[config.mk]
export PLATFORM = sky130hd
export DESIGN_NAME = johnson_counter_param
export DESIGN_NICKNAME = d
export VERILOG_FILES = /design/src/rtl/johnson_pkg.sv /design/src/rtl/johnson_phase_decode.sv /design/src/rtl/johnson_counter_param.sv
export SDC_FILE = /design/constraint.sdc
export NUM_CORES = 1
export LEC_CHECK = 0
export CORE_MARGIN = 5
export CORE_UTILIZATION = 50
export CTS_CLUSTER_DIAMETER = 150
export CTS_CLUSTER_SIZE = 40
export DETAILED_ROUTE_END_ITERATION = 12
export GPL_TIMING_DRIVEN = 0
export PLACE_DENSITY_LB_ADDON = 0.1
export SLEW_MARGIN = 40
export SYNTH_ARGS = -nofsm -noshare
export SYNTH_HDL_FRONTEND = slang
export SYNTH_SLANG_ARGS = --single-unit
[constraint.sdc]
create_clock -name clk -period 3.9 [get_ports clk]
set_input_delay 0.78 -clock clk [delete_from_list [all_inputs] [get_ports clk]]
set_output_delay 0.78 -clock clk [all_outputs]
set_load 0.02 [all_outputs]
[src/rtl/johnson_pkg.sv]
// Shared helpers for the Johnson ring family: code generation, legality
// and phase-index width, used by the RTL and by the reference bench.
package johnson_pkg;

    localparam int MAX_W = 16;

    typedef logic [MAX_W-1:0] code_t;

    function automatic int phase_width(input int width);
        return $clog2(2 * width);
    endfunction

    // Phases 0..width fill from the bottom; later phases drain from the bottom.
    function automatic code_t johnson_code(input int phase, input int width);
        code_t c;
        c = '0;
        if (phase < 0 || phase >= 2 * width) return '0;
        for (int i = 0; i < MAX_W; i++) begin
            if (i < width) begin
                if (phase <= width) c[i] = (i < phase);
                else                c[i] = (i >= phase - width);
            end
        end
        return c;
    endfunction

    function automatic bit johnson_legal(input code_t code, input int width);
        code_t mask;
        mask = (width >= MAX_W) ? '1 : ((code_t'(1) << width) - code_t'(1));
        for (int p = 0; p < 2 * width; p++) begin
            if ((code & mask) == johnson_code(p, width)) return 1'b1;
        end
        return 1'b0;
    endfunction

endpackage

[src/rtl/johnson_phase_decode.sv]
// Combinational Johnson ring decoder: phase index and legality of q.
// A legal Johnson code has at most one boundary between adjacent bits.
module johnson_phase_decode
    import johnson_pkg::*;
#(
    parameter int WIDTH = 5,
    localparam int PW   = phase_width(WIDTH)
) (
    input  logic [WIDTH-1:0] q,
    output logic [PW-1:0]    phase,
    output logic             legal
);

    localparam int CW = $clog2(WIDTH + 1);

    logic [CW-1:0] ones;
    logic [CW-1:0] edges;
    logic [PW:0]   rev;

    always_comb begin
        ones  = '0;
        edges = '0;
        for (int i = 0; i < WIDTH; i++) begin
            ones = ones + CW'(q[i]);
        end
        for (int i = 0; i < WIDTH - 1; i++) begin
            edges = edges + CW'(q[i] ^ q[i+1]);
        end
        legal = (edges <= CW'(1));
        rev   = (PW+1)'(2 * WIDTH) - (PW+1)'(ones);
        if (!legal)              phase = '0;
        else if (!q[WIDTH-1])    phase = PW'(ones);
        else                     phase = rev[PW-1:0];
    end

endmodule

[src/rtl/johnson_counter_param.sv]
// Parametrised Johnson counter with direction, enable, phase load,
// wrap pulse and illegal-state detection with optional self-correction.
module johnson_counter_param
    import johnson_pkg::*;
#(
    parameter int WIDTH        = 5,
    parameter bit SELF_CORRECT = 1'b1,
    localparam int PW          = phase_width(WIDTH)
) (
    input  logic             clk,
    input  logic             rst,
    input  logic             en,
    input  logic             dir,
    input  logic             load,
    input  logic [PW-1:0]    load_phase,
    output logic [WIDTH-1:0] q,
    output logic [PW-1:0]    phase,
    output logic             wrap,
    output logic             illegal
);

    logic             legal;
    logic [WIDTH-1:0] q_nxt;
    logic             wrap_nxt;

    johnson_phase_decode #(.WIDTH(WIDTH)) u_dec (
        .q     (q),
        .phase (phase),
        .legal (legal)
    );

    // Out-of-range load phases come back from johnson_code as all zeros.
    always_comb begin
        q_nxt    = q;
        wrap_nxt = 1'b0;
        if (load) begin
            q_nxt = WIDTH'(johnson_code(int'(load_phase), WIDTH));
        end else if (!legal && SELF_CORRECT) begin
            q_nxt = '0;
        end else if (en) begin
            if (!dir) begin
                q_nxt    = {q[WIDTH-2:0], ~q[WIDTH-1]};
                wrap_nxt = legal && (phase == PW'(2 * WIDTH - 1));
            end else begin
                q_nxt    = {~q[0], q[WIDTH-1:1]};
                wrap_nxt = legal && (phase == '0);
            end
        end
    end

    always_ff @(posedge clk or posedge rst) begin
        if (rst) begin
            q       <= '0;
            wrap    <= 1'b0;
            illegal <= 1'b0;
        end else begin
            q       <= q_nxt;
            wrap    <= wrap_nxt;
            illegal <= !legal;
        end
    end

endmodule

# Word-level counts from Yosys, hierarchy flattened
# Index checks and enable logic that the tools add are counted.
# totals
regBits,7
in_bits,9
output_inout_bits,11
elab_cells,56
# op_classes
addsub,9
magnitude_cmp,13
eq_ne,2
mux,19
n_bitwise,6
n_reduce_logical,4
# ops
operator,count
$mux 5,6
$mux 1,11
$ge 3x5->1 const A,2
$add 3x1->3,3
$add 3x3->3,3
$lt 1x4->1 const A,2
$lt 2x4->1 const A,2
$mux 4,2
$ge 1x5->1 const A,1
$ge 2x5->1 const A,1
$ge 4x5->1 const A,1
$sub 4x3->5 const B,1
$eq 4x4->1 const B,1
$ge 4x4->1 const B,1
$le 4x3->1 const B,1
$logic_not 4->1,1
$lt 3x4->1 const A,1
$sub 4x3->4 const A,1
$xor 1x1->1,4
$le 3x1->1 const B,1
$ne 3x3->1 const B,1
$add 1x1->2,1
$logic_and 1x1->1,2
$not 1->1,2
$logic_not 1->1,1

# Depth between registers and ports, before layout
# logic_depth
depth_word,13
mapped_depth,12
mapped_depth_nobuf,12

# Hierarchy
# Synthesis repeated with hierarchy kept, for this count alone.
# hier_totals
cells_unflattened,120
area_unflattened_um2,1001.0
# modules_own_cells
mod,instances,cells_each,area_each_um2,seq_area_each_um2
johnson_counter_param,1,95,772.0,175.2
johnson_phase_decode,1,25,229.0,0.0

# Worst setup path after synthesis
# Ideal clock, no wire load.
# synth_path
path_kind,register to output
from,register q[1]
to,output phase[3]
arrival_time_ps,2787
required_time_ps,3120
setup_slack_ps,333
stages_incl_launch_ff,11
n_path_buf,0
path_cell_list,dfrtp_1 ha_1 inv_1 fa_1 inv_1 ha_1 inv_1 ha_1 nor3b_2 nor2_1 a211oi_1
# synth_between
elab_chain_cells,7
word_cells_on_any_way,13
cone_classes,add/sub: 8; order compare: 1; mux: 2; bitwise: 2
# synth_lines
item,line,text
from (decl),johnson_counter_param.sv:16,"output logic [WIDTH-1:0] q,"
from (signal assigned),johnson_counter_param.sv:57,q <= q_nxt;
$add 1x1->2,johnson_phase_decode.sv:24,ones = ones + CW'(q[i]);
$add 3x1->3 (3 in series),johnson_phase_decode.sv:24,
$sub 4x3->4,johnson_phase_decode.sv:30,rev = (PW+1)'(2 * WIDTH) - (PW+1)'(ones);
$mux 4,johnson_phase_decode.sv:32,else if (!q[WIDTH-1]) phase = PW'(ones);
$mux 4 (*),johnson_phase_decode.sv:31,if (!legal) phase = '0;
to (decl),johnson_counter_param.sv:17,"output logic [PW-1:0] phase,"
# Mark *: on every way between the ends. The rest lies on a longest branch, timed or not.

# Worst setup path after layout
# layout_path
from,register q[0]
to,output phase[1]
# The elaborated chain is that of the path after synthesis.

==> results.md <==
* Synth area leader: dfrtp_1
* Setup TNS at 0 ps
* Clock skew at around 6.5 ps
* GR Overflow Total at 0
* Post-synth EDFFs at 0
* Cell area after synthesis at 0.001075 mm^2
* Final number of setup-violating endpoints at 0
* Top post-synthesis cells by area: dfrtp_1 (16%), ha_1 (14%), fa_1 (5.6%)
* Clock slew at reported path FFs at 60 ps
* Warnings, synthesis at 0
* ANT nets after route at 0
* Storage element area at approximately 180 um^2
* CTS root buffer: clkbuf_4
* CTS Hold Bufs at 0
* Port Buffers at 17
* Final min period at around 3700 ps
* Async SR Flop Fraction at 100.0%
* Most common cell after layout, fill and taps aside: inv_1
* Placer congestion estimate at around 0.87
* Status: complete, no violations
* Via count at 1032
* Worst Hold Slack at between 600 and 700 ps
* Fin. max-slew vios at 0
* Netlist cell types at 48
* Wire length per cell at between 10 and 15 um
* Critical path endpoint category: output pin
* Vias in the first global route at between 900 and 1000
* Drt drc at 0
* Final Cycle Share at slightly below 100%
* Yosys top cell area share at between 15 and 20%
* Crit path DAT at slightly below 3000 ps
* CTS Buf Count at 3
* Crit Path Category: flip-flop to output pin
* Post-synthesis net count at roughly 160
* DRT Pass-1 Iters at 4
* H-tree depth at 1
* Combined area of the multi-input logic cells at between 800 and 900 um^2
* CP startpoint kind: flip-flop
* Largest net degree at the start of global routing at 11
* Synth Register Bits at 7
* Fraction of layout cells with a size suffix above 1 at 18.59%
* Hold crit path type: flip-flop to flip-flop
* # diodes at 0
* Syn avg cell area at about 8 um^2
* Top Ports at 20
* Initial Util at between 50% and 60%
* Slew HR at 56.15%
* Crit path max fanout at 5
* First-pass GRT wire length at ~4200 um
* Die W at around 56 um
* Tot GR Track Use at 16.50%
* First DRT Iteration DRCs at 39
* Synth Flop Type: dfrtp_1
* Post-DP HPWL at roughly 2000 um
* CTS tree: done
* Fmax at ~270 MHz
* Cell count after synthesis at between 100 and 150
* Worst-Skew Late Latency at 270 ps
* Initial antenna violation count at 0
* Worst EP required at roughly 3100 ps
* Final Cell Area at 0.001339 mm^2
* Fill cell count at 165
* Nets at between 150 and 200
* Die ar. at roughly 0.0032 mm^2
* Clk buf depth at 2
* Core Area at roughly 0.0020 mm^2
* Max Cap Viol at 0
* Final wirelength at around 2500 um
* Vias per std cell at roughly 5.6
* Sequential area share after synthesis at ~16%
* Worst-margin pin slew at between 600 and 700 ps
* Hold Fails Final Rpt at 0
* DP Area at about 0.0013 mm^2
* Height of the die at 56.37 um
* Sink Count at 7
* Most frequent cells in the layout: inv_1 (15), clkdlybuf4s50_1 (13), nor2_1 (10), ha_1 (10)
* Core Rows at 16
* Area Overhead vs Synth at 24.56%
==> stage by stage <==
stage                     utilization (%)  cells  worst slack, ps
after floorplan                         -    131            332.6
after global placement              63.88    175           -34.34
after detailed placement            63.88    175           -96.24
after CTS                           65.25    179            17.55
after global routing                66.88    183           -3.066
final                               66.88    183            155.2
==> worst max-delay path: stages (launching register included) <==
cell,delay (ps)
dfrtp_2,440
ha_1,300
inv_2,50
fa_1,470
inv_1,40
ha_2,170
fa_2,570
ha_2,280
nor2_1,80
a21oi_1,40
nor2_1,100
buf_4,140
==> path summary, 6_finish.rpt <==
path	cells past startpoint	start	to	slack (ps)
worst max register to register	12	q[0]$_DFFE_PP0P_	q[0]$_DFFE_PP0P_	830
worst max-delay path	11	q[0]$_DFFE_PP0P_	phase[1]	160
max in group asynchronous	2	rst	q[0]$_DFFE_PP0P_	2900
worst min-delay path	1	q[2]$_DFFE_PP0P_	q[2]$_DFFE_PP0P_	700
worst min register to register	1	q[2]$_DFFE_PP0P_	q[2]$_DFFE_PP0P_	700
min in group asynchronous	2	rst	q[3]$_DFFE_PP0P_	750
==> routing by layer <==
| layer | up-vias | wire (um) | global-route usage [%] |
|---|---|---|---|
| met5 | - | 0 | 0 |
| li1 | 517 | - | - |
| met2 | 34 | 1143 | 24.21 |
| met4 | 0 | 30 | 5.085 |
| met3 | 4 | 140 | 4.587 |
| met1 | 477 | 1204 | 23.24 |
==> cells in the mapped netlist, drive strengths merged (2+ instances only) <==
library cell and n:
a21boi 2, a31oi 2, dfrtp 7, mux2i 3, inv 16, o22ai 4
o211a 2, xnor2 3, ha 12, o21ai 9, nor3 6, nand2 7
nor2b 3, buf 3, a22oi 2, clkbuf 2, xor2 2, fa 3
nor2 11, a21oi 7, nand2b 4
==> flip-flops by register name (all words and copies together) (netlist names) <==
signal / cells
illegal: 1
q: 5
wrap: 1
==> cells by family (layout without fill, tap and decap cells) <==
group | Yosys count | count (layout) | share of synthesized area (%)
mux | 3 | 3 | 2.794
buf+inv | 21 | 46 | 8.615
xor+xnor | 5 | 5 | 4.075
compound gates | 41 | 41 | 27.94
fa+ha+maj | 15 | 15 | 19.56
flops | 7 | 7 | 16.30
simple gates | 39 | 39 | 20.72
==> cell type report <==
class | instances | area share [%]
inverters | 16 | 4.486
well taps | 27 | 2.523
repair buffers | 21 | 13.93
plain buffers | 5 | 2.430
clock buffers | 4 | 1.963
flip-flops and latches | 7 | 13.27
multi-input cells | 103 | 61.40
==> repair_timing <==
item | in CTS | in global routing
pin swaps | 0 | 2
resized for setup | 15 | 8
setup endpoints to repair | 4 | 4
buffers inserted | 0 | 4
Power is not shown: default switching activity piles up to over one toggle a cycle in this logic, so the estimate is an artifact.
